$ cat src/rtl/nav_pkg.sv
// Shared types and helpers for the navigation speed controller.
// Saturating speed arithmetic is done at 12 bits and clamped into the 11-bit speed.
package nav_pkg;

  typedef enum logic [2:0] {
    IDLE     = 3'd0,
    HDNG     = 3'd1,
    RAMP_UP  = 3'd2,
    DEC      = 3'd3,
    DEC_FAST = 3'd4
  } nav_state_t;

  localparam int DEC_MULT      = 2;
  localparam int DEC_FAST_MULT = 4;

  function automatic logic [10:0] sat_add(input logic [10:0] spd,
                                          input logic [10:0] inc,
                                          input logic [10:0] ceil);
    logic [11:0] sum;
    sum = {1'b0, spd} + {1'b0, inc};
    return (sum > {1'b0, ceil}) ? ceil : sum[10:0];
  endfunction

  function automatic logic [10:0] sat_sub(input logic [10:0] spd,
                                          input logic [11:0] step);
    logic [11:0] ext;
    ext = {1'b0, spd};
    return (ext < step) ? 11'd0 : 11'(ext - step);
  endfunction

endpackage

$ cat src/rtl/nav_rise_det.sv
// Single-flop rising-edge detector. The history flop resets to 1 so a level
// already high when reset releases is never reported as an edge.
module nav_rise_det (
  input  logic clk,
  input  logic rst_n,
  input  logic sig_i,
  output logic rise_o
);

  logic prev_q;

  always_ff @(posedge clk or negedge rst_n) begin
    if (!rst_n) prev_q <= 1'b1;
    else        prev_q <= sig_i;
  end

  assign rise_o = sig_i & ~prev_q;

endmodule

$ cat src/rtl/nav_spd_ctrl.sv
// Navigation sequencer feeding the heading PID: heading changes plus forward moves
// with a strobe-timed speed ramp. Optional heading timeout enabled by NAV_HDNG_TMO_EN.
module nav_spd_ctrl
  import nav_pkg::*;
#(
  parameter logic [10:0] MIN_FRWRD = 11'h0D0,
  parameter logic [10:0] MAX_FRWRD = 11'h2A0,
  parameter logic [10:0] FRWRD_INC = 11'h018,
  parameter logic [19:0] HDNG_TMO  = 20'hFFFFF
) (
  input  logic        clk,
  input  logic        rst_n,
  input  logic        strt_hdng,
  input  logic        strt_mv,
  input  logic        stp_lft,
  input  logic        stp_rght,
  input  logic        hdng_vld,
  input  logic        at_hdng,
  input  logic        lft_opn,
  input  logic        rght_opn,
  input  logic        frwrd_opn,
  output logic        moving,
  output logic        en_fusion,
  output logic [10:0] frwrd_spd,
  output logic        mv_cmplt,
  output logic        hdng_err
);

  localparam logic [11:0] DEC_STEP      = 12'(DEC_MULT) * {1'b0, FRWRD_INC};
  localparam logic [11:0] DEC_FAST_STEP = 12'(DEC_FAST_MULT) * {1'b0, FRWRD_INC};
  localparam logic [10:0] FUSION_THR    = MAX_FRWRD >> 1;

  nav_state_t  state_q, state_d;
  logic [10:0] spd_q, spd_d;
  logic        moving_q, mv_cmplt_q, mv_cmplt_d, en_fusion_q;
  logic        lft_rise, rght_rise, stop_req;
  logic        tmo_hit, hdng_err_d;

  nav_rise_det u_lft_rise (
    .clk   (clk),
    .rst_n (rst_n),
    .sig_i (lft_opn),
    .rise_o(lft_rise)
  );

  nav_rise_det u_rght_rise (
    .clk   (clk),
    .rst_n (rst_n),
    .sig_i (rght_opn),
    .rise_o(rght_rise)
  );

  assign stop_req = (stp_lft && lft_rise) || (stp_rght && rght_rise);

`ifdef NAV_HDNG_TMO_EN
  logic [19:0] tmo_cnt_q;
  logic        hdng_err_q;

  assign tmo_hit = ((tmo_cnt_q + 20'd1) == HDNG_TMO);

  // Counter sits at zero outside HDNG, so it starts fresh on every entry.
  always_ff @(posedge clk or negedge rst_n) begin
    if (!rst_n) begin
      tmo_cnt_q  <= '0;
      hdng_err_q <= 1'b0;
    end else begin
      tmo_cnt_q  <= (state_q == HDNG && state_d == HDNG) ? tmo_cnt_q + 20'd1 : '0;
      hdng_err_q <= hdng_err_d;
    end
  end

  assign hdng_err = hdng_err_q;
`else
  assign tmo_hit  = 1'b0;
  assign hdng_err = 1'b0;
`endif

  // Next-state and speed datapath: ramp on strobes, decelerate on stop or obstacle.
  always_comb begin
    state_d    = state_q;
    spd_d      = spd_q;
    mv_cmplt_d = 1'b0;
    hdng_err_d = 1'b0;
    case (state_q)
      IDLE: begin
        spd_d = '0;
        if (strt_hdng) begin
          state_d = HDNG;
        end else if (strt_mv) begin
          state_d = RAMP_UP;
          spd_d   = MIN_FRWRD;
        end
      end
      HDNG: begin
        spd_d = '0;
        if (at_hdng && hdng_vld) begin
          state_d    = IDLE;
          mv_cmplt_d = 1'b1;
        end else if (tmo_hit) begin
          state_d    = IDLE;
          hdng_err_d = 1'b1;
        end
      end
      RAMP_UP: begin
        if (hdng_vld) spd_d = sat_add(spd_q, FRWRD_INC, MAX_FRWRD);
        if (!frwrd_opn)    state_d = DEC_FAST;
        else if (stop_req) state_d = DEC;
      end
      DEC: begin
        if (spd_q == '0) begin
          state_d    = IDLE;
          mv_cmplt_d = 1'b1;
        end else begin
          if (hdng_vld)   spd_d   = sat_sub(spd_q, DEC_STEP);
          if (!frwrd_opn) state_d = DEC_FAST;
        end
      end
      DEC_FAST: begin
        if (spd_q == '0) begin
          state_d    = IDLE;
          mv_cmplt_d = 1'b1;
        end else if (hdng_vld) begin
          spd_d = sat_sub(spd_q, DEC_FAST_STEP);
        end
      end
      default: begin
        state_d = IDLE;
        spd_d   = '0;
      end
    endcase
  end

  // State, speed and registered outputs; asynchronous reset clears everything.
  always_ff @(posedge clk or negedge rst_n) begin
    if (!rst_n) begin
      state_q     <= IDLE;
      spd_q       <= '0;
      moving_q    <= 1'b0;
      mv_cmplt_q  <= 1'b0;
      en_fusion_q <= 1'b0;
    end else begin
      state_q     <= state_d;
      spd_q       <= spd_d;
      moving_q    <= (state_d != IDLE);
      mv_cmplt_q  <= mv_cmplt_d;
      en_fusion_q <= (spd_d > FUSION_THR);
    end
  end

  assign moving    = moving_q;
  assign frwrd_spd = spd_q;
  assign mv_cmplt  = mv_cmplt_q;
  assign en_fusion = en_fusion_q;

endmodule

$ cat config.mk
export PLATFORM = sky130hd
export DESIGN_NAME = nav_spd_ctrl
export DESIGN_NICKNAME = d
export VERILOG_FILES = /design/src/rtl/nav_pkg.sv /design/src/rtl/nav_rise_det.sv /design/src/rtl/nav_spd_ctrl.sv
export SDC_FILE = /design/constraint.sdc
export NUM_CORES = 1
export LEC_CHECK = 0
export BUFFER_PORTS_ARGS = -buffer_cell sky130_fd_sc_hd__clkbuf_2
export CAP_MARGIN = 20
export CORE_UTILIZATION = 50
export CTS_CLUSTER_SIZE = 28
export DETAILED_ROUTE_END_ITERATION = 12
export PLACE_DENSITY = 0.68
export SYNTH_ARGS = -nofsm -noshare
export SYNTH_HDL_FRONTEND = slang
export SYNTH_SLANG_ARGS = --single-unit
$ cat constraint.sdc
create_clock -name clk -period 3.2 [get_ports clk]
set_clock_uncertainty 0.2 [all_clocks]
set_input_delay 0.64 -clock clk [delete_from_list [all_inputs] [get_ports clk]]
set_output_delay 0.64 -clock clk [all_outputs]
set_load 0.02 [all_outputs]
**Word-level counts from Yosys, hierarchy flattened**

Index checks and enable logic that the tools add are counted.
Widths: inputs -> output; s select.

- Bits in registers: 19
- Output and inout bits: 15
- Word-level logic and storage cells: 53

- Add/sub/neg operators: 3
- Magnitude comparators: 4
- Equality and inequality tests: 4
- Mux-type cells: 23
- Bitwise gates (word level): 4
- Reduce and logical (&&, ||, !) cells: 8

Operator list:

| operator | count |
|---|---|
| $mux 11 | 8 |
| $pmux 11 s4 | 1 |
| $mux 3 | 8 |
| $mux 8 | 2 |
| $pmux 3 s5 | 1 |
| $add 11x5->12 const B | 1 |
| $gt 12x10->1 const B | 1 |
| $gt 11x9->1 const B | 1 |
| $logic_not 11->1 | 1 |
| $lt 11x6->1 const B | 1 |
| $lt 11x7->1 const B | 1 |
| $sub 11x6->11 const B | 1 |
| $sub 11x7->11 const B | 1 |
| $eq 3x2->1 const B | 2 |
| $eq 3x1->1 const B | 1 |
| $eq 3x3->1 const B | 1 |
| $logic_and 1x1->1 | 3 |
| $logic_not 3->1 | 1 |
| $reduce_bool 3->1 | 1 |
| $and 1x1->1 | 2 |
| $mux 1 | 2 |
| $not 1->1 | 2 |
| $pmux 1 s2 | 1 |
| $reduce_or 2->1 | 1 |
| $logic_or 1x1->1 | 1 |

**Depth between registers and ports, before layout**

Gate-level depths: netlist of run 1.

- Depth in word-level cells: 8
- Gate-level depth with buffers: 13
- Depth with buffers taken out: 11

**Hierarchy**

From an unflattened synthesis of run 1, not the netlist that was laid out.

- Cell total of the unflattened synthesis: 220
- Area, all modules: 1890.6 µm²

By module, submodules not included:

| module | times used | cells an instance | area an instance (µm²) | seq. area each (µm²) |
|---|---|---|---|---|
| nav_spd_ctrl | 1 | 216 | 1810.5 | 425.4 |
| nav_rise_det | 2 | 2 | 40.0 | 26.3 |

**Worst setup path before layout of run 1**

No wires, ideal clock.

- Path type: register to register
- Start: register spd_q[3] (netlist: frwrd_spd[3])
- End: register en_fusion_q (netlist: en_fusion)
- Arrival time: 2547 ps
- Path slack: 314 ps
- Cell stages (with the launch flop): 11
- Path buffers: 0
- Clock period less this slack: 2886 ps
- Cells stage by stage: dfrtp_1 inv_1 ha_1 and3b_1 o21ai_1 mux2_4 o32ai_4 nand2_2 a221o_1 a21oi_2 o311ai_2

- Longest elaborated chain between the ends: 6
- Elaborated cells on any way between the ends: 17
- Classes of those cells: add/sub: 3; order compare: 4; mux: 9; reduce/logical: 1

RTL lines:

| item | RTL line | RTL |
|---|---|---|
| start, declared | nav_spd_ctrl.sv:34 | `logic [10:0] spd_q, spd_d;` |
| start signal, assigned | nav_spd_ctrl.sv:143 | `spd_q <= spd_d;` |
| $add 11x5->12 (tied with other cells) | nav_pkg.sv:20 | `sum = {1'b0, spd} + {1'b0, inc};` |
| $gt 12x10->1 or $mux 11 (tied branches) | nav_pkg.sv:21, nav_pkg.sv:28 |  |
| $mux 11 (on tied branches) | nav_pkg.sv:21, nav_spd_ctrl.sv:114, nav_spd_ctrl.sv:122 |  |
| $mux 11 (on tied branches) | nav_spd_ctrl.sv:105, nav_spd_ctrl.sv:110, nav_spd_ctrl.sv:119 |  |
| $pmux 11 s4 (*) | nav_spd_ctrl.sv:84 | `case (state_q)` |
| via spd_d[4] | nav_spd_ctrl.sv:34 |  |
| $gt 11x9->1 (*) | nav_spd_ctrl.sv:146 | `en_fusion_q <= (spd_d > FUSION_THR);` |
| end signal, assigned | nav_spd_ctrl.sv:146 |  |
| end, declared | nav_spd_ctrl.sv:35 | `logic moving_q, mv_cmplt_q, mv_cmplt_d, en_fusion_q;` |

The timed path passes the listed nets; every way through them passes the cells marked *.

**Worst setup path in the final report of run 1**

- Start: register spd_q[6] (netlist: frwrd_spd[6])
- End: register en_fusion_q (netlist: en_fusion)

Same word-level chain as after synthesis.

==> key figures, run 1 <==
Status
  • Status: complete, no violations

Pwr
  • Cell-internal power: 724 uW
  • Fraction of power spent switching nets: 0.521
  • Switching power summed over all nets: 786 uW
  • Leakage: 0.843 nW
  • Worst IR Drop VDD: 0.423 mV
  • Flop pwr share: 0.268
  • Power Density: 781 nW/um2
  • Portion of total power attributed to the clock network: 0.084
  • Part of the total power dissipated in combinational logic: 0.648

Timing
  • Final setup TNS: 0 ps
  • Setup repair after global routing missed its margin: false
  • Maximum clock frequency: 332 MHz
  • Max Slew Vio Count: 0
  • Hold Fails Final Rpt: 0
  • Final Setup Violations: 0
  • Final worst path period need: 3010 ps
  • Final worst-path cycle share: 0.942

Finish
  • Antenna diode instance count: 0
  • Syn-to-layout area delta: 10.6%
  • Final non-filler cell area: 1930 um2
  • Area of the multi-input gates: 1150 um2
  • Sequential standard cell area: 479 um2
  • Final-stage net count: 253
  • Share of layout cells above drive strength 1: 0.243
  • Fill cell instance count of the final layout: 339
  • Number of cells in the finished layout apart from fillers: 281

Die
  • Core footprint: 3340 um2
  • Effective utilization at floorplan: 0.524
  • Die area: 3740 um2
  • Die height: 61.1 um
  • Number of cell rows: 21
  • Die boundary width: 61.1 um
  • I/O pin count: 26

Detailed routing
  • Aggregate routed wire length: 4710 um
  • Final routed DRC violation total: 0
  • 1st-pass router iterations: 5
  • Starting DRC count in detailed routing: 138
  • Post-route ant nets: 0
  • Vias per Instance: 6.17
  • Via Count: 1734
  • Average wire per standard cell: 16.7 um

Worst setup path
  • Arr. time, crit path: 3000 ps
  • Flop-to-flop setup slack: 190 ps
  • Required arrival time at the worst endpoint: 3180 ps
  • Type of the setup path with the least slack: reg2reg
  • Startpoint Class: flip-flop
  • Kind of capture point of the worst setup path: flip-flop
  • Cell with the largest stage delay on the worst path: dfrtp_1
  • Crit path cell chain: ha_1 > and3b_1 > o21ai_1 > mux2_4 > o32ai_4 > a21oi_1 > o22ai_1 > inv_1 > nand2_1 > o311ai_2
  • Peak fanout along the critical path: 9
  • Worst stage delay on the critical path: 570 ps

Global routing
  • Global-route wire length before repair: 7520 um
  • Largest net degree at the start of global routing: 20
  • GRT Total Usage: 0.275
  • Antenna violations before repair: 0
  • Via count of the first global-routing pass: 1622
  • Total global routing overflow: 0

Min path
  • Kind of path behind the tightest hold check: in2async

Logic synthesis
  • Count of mapped cells out of synthesis: 213
  • Post-synthesis async set-or-reset flop share: 1.00
  • Share of synthesized area occupied by flip-flops and latches: 0.273
  • Top cells by instance count after synthesis: 23 x nand2_1, 17 x dfrtp_1, 14 x nor2_1, 14 x o21ai_0
  • Cell types with the largest area share after synthesis: dfrtp_1 24%, nand2_1 4.9%, ha_1 4.3%, o21ai_0 4.0%, a21oi_1 3.1%
  • Mean instance size in the synthesized netlist: 8.21 um2
  • Top-area cell type share of the netlist area: 0.243
  • Unique masters post-synth: 68
  • Number of synthesis warnings: 0
  • Post-Synthesis Cell Area: 1750 um2
  • Count of state elements after synthesis: 19
  • Syn_nets: 230
  • Number of synthesized flops with an enable pin: 0
  • Most used flip-flop cell after synthesis: dfrtp_1
  • Dominant cell by count in the synthesized netlist: nand2_1
  • Post-synth top area cell: dfrtp_1

CTS
  • Buffers from clock root to sink, at most: 2
  • Clock tree sinks: 19
  • Clock Latency Late Sink: 300 ps
  • Number of buffers created by CTS: 3
  • Clock tree from TritonCTS: done
  • Root buffer selected by CTS: clkbuf_4
  • Hold buffer count at cts: 0
  • Worst-path clk slew: 120 ps
  • H-tree depth reported by CTS: 1

Place
  • Gp weighted congestion: 0.962
  • Buffers on Ports: 24
  • Inst Count DP: 277
  • Instance area after placement: 1900 um2
  • HPWL after DPL: 3660 um

Flow run
  • Max-cap violation count: 0
## stage by stage
| stage | power [mW] | worst slack [ps] | utilization | hold WS [ps] |
|---|---|---|---|---|
| floorplan | 1.13 | 314 | - | 144 |
| global placement | 1.36 | 268 | 0.571 | 324 |
| detailed placement | 1.37 | 164 | 0.571 | 339 |
| CTS | 1.50 | 158 | 0.579 | 84.1 |
| global route | 1.63 | 58.4 | 0.579 | 110 |
| finish | 1.51 | 186 | 0.579 | 77.1 |
## cell families after synthesis
group                      share of synthesized area
and+or+nand+nor                                0.277
AOI/OAI and AO/OA                              0.304
buffers and inverters                         0.0702
DFF                                            0.273
adders and majority gates                     0.0429
muxes                                         0.0200
xor gates and xnor gates                      0.0100
other                                        0.00215
## state kept, by name, summed over array words and instances (netlist names)
signal              cells
en_fusion               1
frwrd_spd              11
u_rght_rise.prev_q      1
moving                  1
mv_cmplt                1
state_q                 3
u_lft_rise.prev_q       1
## final cells by class
cell class	instances	area share
tap	46	0.0298
multi-input combinational	169	0.594
sequential	19	0.248
clock inverter	1	0.00259
inverter	11	0.0214
clock buffer	3	0.0117
timing repair buffer	32	0.0932
## cells in the final DEF (no fill, tap or decap), drive strengths merged, types with 3 or more instances in the layout
cell type / count
o21ai: 18
clkbuf: 27
a31oi: 3
or3: 5
inv: 11
nor3: 10
dfrtp: 17
nand2: 24
nor2: 15
a21oi: 13
ha: 6
o31ai: 3
o211ai: 5
buf: 8
nand3: 8
o22ai: 4
nand2b: 5
nor2b: 5
## worst max-delay path: cells and delay by family (launching register included)
kind	cells	cell delay, ps
AO/OA/AOI/OAI	5	1010
adder cells (fa/ha/maj)	1	360
buffers and inverters	1	100
flip-flops	1	570
multiplexers	1	320
AND/OR/NAND/NOR	2	330
## path summary, 6_finish.rpt
kind	from	to	cells after the start
max	frwrd_spd[6]$_DFF_PN0_	en_fusion$_DFF_PN0_	10
min	rst_n	frwrd_spd[10]$_DFF_PN0_	1
max reg2reg	frwrd_spd[6]$_DFF_PN0_	en_fusion$_DFF_PN0_	10
min reg2reg	frwrd_spd[2]$_DFF_PN0_	frwrd_spd[2]$_DFF_PN0_	1
max in group asynchronous	rst_n	frwrd_spd[5]$_DFF_PN0_	1
min in group clk	rght_opn	u_rght_rise.prev_q$_DFF_PN1_	1
## what timing repair did
action / CTS / global route
gates resized for setup: 0 / 1
buffers inserted: 0 / 0
endpoints found under the setup margin: 0 / 1
## layer usage
| layer | share of wire | vias up | track usage |
|---|---|---|---|
| met4 | 0.025 | 0 | 0.120 |
| met1 | 0.43 | 807 | 0.358 |
| met3 | 0.054 | 11 | 0.0252 |
| met2 | 0.49 | 81 | 0.466 |
| met5 | 0 | - | 0 |
| li1 | - | 835 | - |
## power by group through the flow
stage	sequential, mW	combinational, mW	clock (mW)
detailed placement	0.406	0.965	0
CTS	0.402	0.969	0.128
floorplan	0.417	0.714	0
global route	0.414	1.08	0.133
finish	0.405	0.977	0.127
global placement	0.403	0.955	0
Power figures use the tool's default switching activity.
==> run 2, diff against run 1 <==
CORE_UTILIZATION = 45   (was 50)
PLACE_DENSITY = 0.62   (was 0.68)
==> key figures, run 2 (synthesized netlist as in run 1, its figures left out) <==
Status
  • Status: complete, no violations

Die
  • Die boundary width: 64.3 um (+5.2%)
  • I/O pin count: 26 (unchanged)
  • Core footprint: 3690 um2 (+11%)
  • Effective utilization at floorplan: 0.474 (-0.0499)
  • Die height: 64.3 um (+5.2%)
  • Number of cell rows: 22 (+4.8%)
  • Die area: 4140 um2 (+11%)

Min path
  • Kind of path behind the tightest hold check: in2async

Place
  • HPWL after DPL: 3690 um (+0.79%)
  • Buffers on Ports: 24 (unchanged)
  • Gp weighted congestion: 0.902 (-6.3%)

Finish
  • Utilization after layout: 0.537 (-0.0427)
  • Antenna diode instance count: 0 (unchanged)
  • Commonest non-fill, non-tap cells in the layout: 24 x clkbuf_2, 23 x nand2_1, 16 x dfrtp_1, 14 x nor2_1, 14 x o21ai_0
  • Most frequent standard cell in the layout excluding fill and tap cells: clkbuf_2
  • Share of layout cells above drive strength 1: 0.256 (+0.0137)
  • Syn-to-layout area delta: 13.2%
  • Max FFs per register: 11 (unchanged)
  • Fill cell instance count of the final layout: 365 (+7.7%)
  • Final-stage net count: 256 (+1.2%)

Detailed routing
  • Average wire per standard cell: 16.8 um (+0.17%)
  • Aggregate routed wire length: 4800 um (+2.0%)
  • Vias per Instance: 6.14 (-0.56%)
  • 1st-pass router iterations: 4 (-1)
  • Via Count: 1755 (+1.2%)
  • Starting DRC count in detailed routing: 102 (-26%)
  • Final routed DRC violation total: 0 (unchanged)
  • Post-route ant nets: 0 (unchanged)

Timing
  • Maximum clock frequency: 330 MHz (-0.57%)
  • Final worst path period need: 3030 ps (+17.2 ps)
  • Final worst-path cycle share: 0.947 (+0.00538)
  • Max Slew Vio Count: 0 (unchanged)
  • Final Setup Violations: 0 (unchanged)
  • Setup repair after global routing missed its margin: false
  • Final setup TNS: 0 ps (unchanged)
  • Worst Hold Slack: 116 ps (+38.9 ps)
  • Hold Fails Final Rpt: 0 (unchanged)

CTS
  • Worst-path clk slew: 80 ps (-40 ps)
  • Clock Latency Late Sink: 270 ps (-30 ps)
  • Hold buffer count at cts: 0 (unchanged)
  • Number of buffers created by CTS: 3 (unchanged)
  • Clock tree sinks: 19 (unchanged)
  • Clock tree from TritonCTS: done
  • H-tree depth reported by CTS: 1 (unchanged)
  • Root buffer selected by CTS: clkbuf_8
  • Buffers from clock root to sink, at most: 2 (unchanged)

Worst setup path
  • Crit-path leading delay family: compound AO/OA/AOI/OAI gates
  • Length in cells of the worst reg-to-reg path: 10 (unchanged)
  • Worst stage delay on the critical path: 420 ps (-150 ps)
  • Crit path cell chain: inv_1 > ha_1 > a21oi_4 > o21ai_1 > mux2_4 > o32ai_4 > nand2_2 > a221o_1 > a21oi_2 > o311ai_2
  • Kind of capture point of the worst setup path: flip-flop
  • Number of buffers and inverters on the critical path: 1 (unchanged)
  • Arr. time, crit path: 2970 ps (-30 ps)
  • Required arrival time at the worst endpoint: 3140 ps (-40 ps)
  • Flop-to-flop setup slack: 170 ps (-20 ps)
  • Critical R2R Capture: en_fusion$_DFF_PN0_
  • Critical path startpoint: frwrd_spd[4]$_DFF_PN0_
  • Type of the setup path with the least slack: reg2reg
  • Peak fanout along the critical path: 8 (-1)
  • Worst reg2reg path startpoint: frwrd_spd[4]$_DFF_PN0_
  • Startpoint Class: flip-flop
  • Cell with the largest stage delay on the worst path: dfrtp_1

Global routing
  • Largest net degree at the start of global routing: 20 (unchanged)
  • Antenna violations before repair: 0 (unchanged)
  • Total global routing overflow: 0 (unchanged)
  • Global-route wire length before repair: 8110 um (+7.8%)
  • Via count of the first global-routing pass: 1738 (+7.2%)
  • GRT Total Usage: 0.252 (-0.0232)

Pwr
  • Leakage: 0.867 nW (+2.8%)
  • Worst IR Drop VDD: 0.416 mV (-1.7%)
  • Power Density: 806 nW/um2 (+3.2%)

Flow run
  • Max-cap violation count: 0 (unchanged)
## run 2: changes by cell type in the layout (fill, tap and decap cells not counted)
| cell | previous run | this run |
|---|---|---|
| buf_4 | 8 | 11 |
| ha_1 | 6 | 5 |
| clkbuf_4 | 3 | 0 |
| ha_2 | 0 | 1 |
| clkbuf_8 | 0 | 3 |
## run 2: timing repair
item	CTS	global route
resized for setup	0	2
setup endpoints to repair	0	1
setup buffers	0	0
## run 2: area by class of cell
type / instances / area (um2) / share of cell area
Multi-Input combinational cell: 169 / 1150 / 0.581
Sequential cell: 19 / 479 / 0.242
Timing Repair Buffer: 35 / 203 / 0.102
Tap cell: 48 / 60.1 / 0.0303
Clock buffer: 3 / 41.3 / 0.0209
Inverter: 11 / 41.3 / 0.0209
Clock inverter: 1 / 5.00 / 0.00253
## run 2: stage by stage
step           cells  instance area [um2]  setup WS [ps]  power [mW]
2_1_floorplan    213                 1750            314        1.13
3_3_place_gp     282                 1930            216        1.39
3_5_place_dp     282                 1930            122        1.40
4_1_cts          286                 1980            103        1.58
5_1_grt          286                 1980           23.3        1.72
6_report         286                 1980            169        1.60
## run 2: power by group
part / switching (mW) / internal (mW)
Sequential: 0.0823 / 0.304
Combinational: 0.632 / 0.402
Clock: 0.0886 / 0.0869
## run 2: worst max path at each step
| stage | end | slack [ps] | cells after the start |
|---|---|---|---|
| after global placement | en_fusion$_DFF_PN0_ | 220 | 9 |
| after global routing | en_fusion$_DFF_PN0_ | 20 | 10 |
| final | en_fusion$_DFF_PN0_ | 170 | 10 |
| after detailed placement | en_fusion$_DFF_PN0_ | 120 | 9 |
| after floorplan | en_fusion$_DFF_PN0_ | 310 | 10 |
| after CTS | en_fusion$_DFF_PN0_ | 100 | 9 |
## run 2: metal layers
| metal | vias up | global-route usage | routed length, um |
|---|---|---|---|
| met5 | - | 0 | 0 |
| met4 | 0 | 0.133 | 188 |
| met3 | 17 | 0.0304 | 245 |
| met2 | 69 | 0.424 | 2260 |
| met1 | 827 | 0.312 | 2110 |
| li1 | 842 | - | - |
==> run 3, diff against run 2 <==
SETUP_SLACK_MARGIN = 0.2   (was default)
==> key figures, run 3 (synthesized netlist as in run 1, its figures left out) <==
Status
  • Status: complete, no violations

Finish
  • Max FFs per register: 11 (unchanged)
  • Most frequent standard cell in the layout excluding fill and tap cells: clkbuf_2
  • Commonest non-fill, non-tap cells in the layout: 24 x clkbuf_2, 23 x nand2_1, 16 x buf_4, 15 x dfrtp_1, 14 x nor2_1
  • Share of layout cells above drive strength 1: 0.292 (+0.0359)
  • Antenna diode instance count: 0 (unchanged)
  • Final-stage net count: 261 (+2.0%)
  • Syn-to-layout area delta: 17.4%

Detailed routing
  • 1st-pass router iterations: 4 (unchanged)
  • Vias per Instance: 6.12 (-0.26%)
  • Average wire per standard cell: 17.1 um (+1.9%)
  • Via Count: 1781 (+1.5%)
  • Starting DRC count in detailed routing: 92 (-9.8%)
  • Final routed DRC violation total: 0 (unchanged)
  • Aggregate routed wire length: 4970 um (+3.7%)
  • Post-route ant nets: 0 (unchanged)

Timing
  • Setup repair after global routing missed its margin: false
  • Maximum clock frequency: 343 MHz (+3.9%)
  • Final worst-path cycle share: 0.911 (-0.0359)
  • Worst slew pin tran: 508 ps
  • Final setup TNS: 0 ps (unchanged)
  • Final Setup Violations: 0 (unchanged)
  • Final worst path period need: 2920 ps (-115 ps)
  • Max-Slew Margin vs Limit: 0.661
  • Max Slew Vio Count: 0 (unchanged)
  • Hold Fails Final Rpt: 0 (unchanged)
  • PnR worst setup slack: 284 ps (+115 ps)

Place
  • HPWL after DPL: 3690 um (unchanged)
  • Gp weighted congestion: 0.902 (unchanged)
  • Worst setup slack after placement: 122 ps (unchanged)
  • Buffers on Ports: 24 (unchanged)

Global routing
  • Total global routing overflow: 0 (unchanged)
  • Via count of the first global-routing pass: 1741 (+0.17%)
  • Antenna violations before repair: 0 (unchanged)
  • Global-route wire length before repair: 8210 um (+1.3%)
  • Largest net degree at the start of global routing: 20 (unchanged)
  • GRT Total Usage: 0.256 (+0.00386)

CTS
  • H-tree depth reported by CTS: 1 (unchanged)
  • Clock tree from TritonCTS: done
  • Buffers from clock root to sink, at most: 2 (unchanged)
  • Number of buffers created by CTS: 3 (unchanged)
  • Clock tree sinks: 19 (unchanged)
  • Worst-path clk slew: 80 ps (about the same)
  • Clock Latency Late Sink: 270 ps (about the same)
  • Root buffer selected by CTS: clkbuf_8

Flow run
  • Max-cap violation count: 0 (unchanged)

Worst setup path
  • Kind of capture point of the worst setup path: flip-flop
  • Arr. time, crit path: 2850 ps (-120 ps)
  • Type of the setup path with the least slack: reg2reg
  • Startpoint Class: flip-flop
  • Flop-to-flop setup slack: 280 ps (+110 ps)
  • Critical path startpoint: frwrd_spd[5]$_DFF_PN0_
  • Critical R2R Capture: en_fusion$_DFF_PN0_
  • Required arrival time at the worst endpoint: 3140 ps (about the same)
  • End point of the critical path: en_fusion$_DFF_PN0_
  • Peak fanout along the critical path: 11 (+3)
  • Length in cells of the worst reg-to-reg path: 9 (-1)
  • Worst reg2reg path startpoint: frwrd_spd[5]$_DFF_PN0_

Die
  • Die boundary width: 64.3 um (unchanged)
  • Die area: 4140 um2 (unchanged)
  • Die height: 64.3 um (unchanged)
  • Core footprint: 3690 um2 (unchanged)
  • Effective utilization at floorplan: 0.474 (unchanged)
  • Number of cell rows: 22 (unchanged)
  • I/O pin count: 26 (unchanged)

Pwr
  • Leakage: 0.893 nW (+3.0%)
  • Power Density: 796 nW/um2 (-1.2%)
  • Worst IR Drop VDD: 0.437 mV (+5.1%)

Min path
  • Kind of path behind the tightest hold check: in2async
-- run 3: cell count changes in the layout (fill, tap and decap cells not counted), sizes merged --
cell  delta
buf      +5
-- run 3: area by class of cell --
cell class,instances,area (um2)
repair buffers,40,240
inverters,11,41.3
multi-input cells,169,1180
well taps,48,60.1
clock buffers,3,41.3
fillers,359,1640
clock inverters,1,5.00
flip-flops and latches,19,480
-- run 3: what timing repair did --
action,in CTS,in global routing
hold buffers,0,0
cloned,0,0
pin swaps,1,1
endpoints found under the setup margin,1,1
gates resized for setup,3,8
buffers inserted,2,3
-- run 3: worst min path at each step --
stage / startpoint / end / slack (ps) / cells past startpoint
2_1_floorplan: rst_n / en_fusion$_DFF_PN0_ / 140 / 0
3_3_place_gp: frwrd_spd[2]$_DFF_PN0_ / frwrd_spd[2]$_DFF_PN0_ / 320 / 1
3_5_place_dp: frwrd_spd[0]$_DFF_PN0_ / frwrd_spd[0]$_DFF_PN0_ / 340 / 1
4_1_cts: rst_n / frwrd_spd[6]$_DFF_PN0_ / 140 / 1
5_1_grt: rst_n / frwrd_spd[3]$_DFF_PN0_ / 160 / 1
6_report: rst_n / frwrd_spd[3]$_DFF_PN0_ / 120 / 1
-- run 3: where the power goes --
part	internal (mW)	switching, mW
Clock	0.0869	0.0874
Sequential	0.305	0.0844
Combinational	0.424	0.646
-- run 3: routing by layer --
layer	GRT usage	routed length, um	vias to the layer above
met5	0	0	-
met3	0.0286	295	19
met1	0.313	2080	834
li1	-	-	849
met2	0.441	2390	79
met4	0.128	212	0
-- run 3: stage by stage --
step | util | area [um2] | total power [mW] | instances | hold slack (ps)
2_1_floorplan | - | 1750 | 1.13 | 213 | 144
3_5_place_dp | 0.523 | 1930 | 1.40 | 282 | 339
6_report | 0.556 | 2050 | 1.63 | 291 | 125
4_1_cts | 0.543 | 2000 | 1.60 | 288 | 137
5_1_grt | 0.556 | 2050 | 1.75 | 291 | 156
3_3_place_gp | 0.523 | 1930 | 1.39 | 282 | 321
-- run 3: critical path: stages (launching register included) --
cell      delay [ps]
dfrtp_2          490
ha_1             270
and3b_1          220
o21ai_1          120
mux2_4           330
o32ai_4          320
nand2_2          150
a221o_1          380
a21oi_2          210
o311ai_2         100
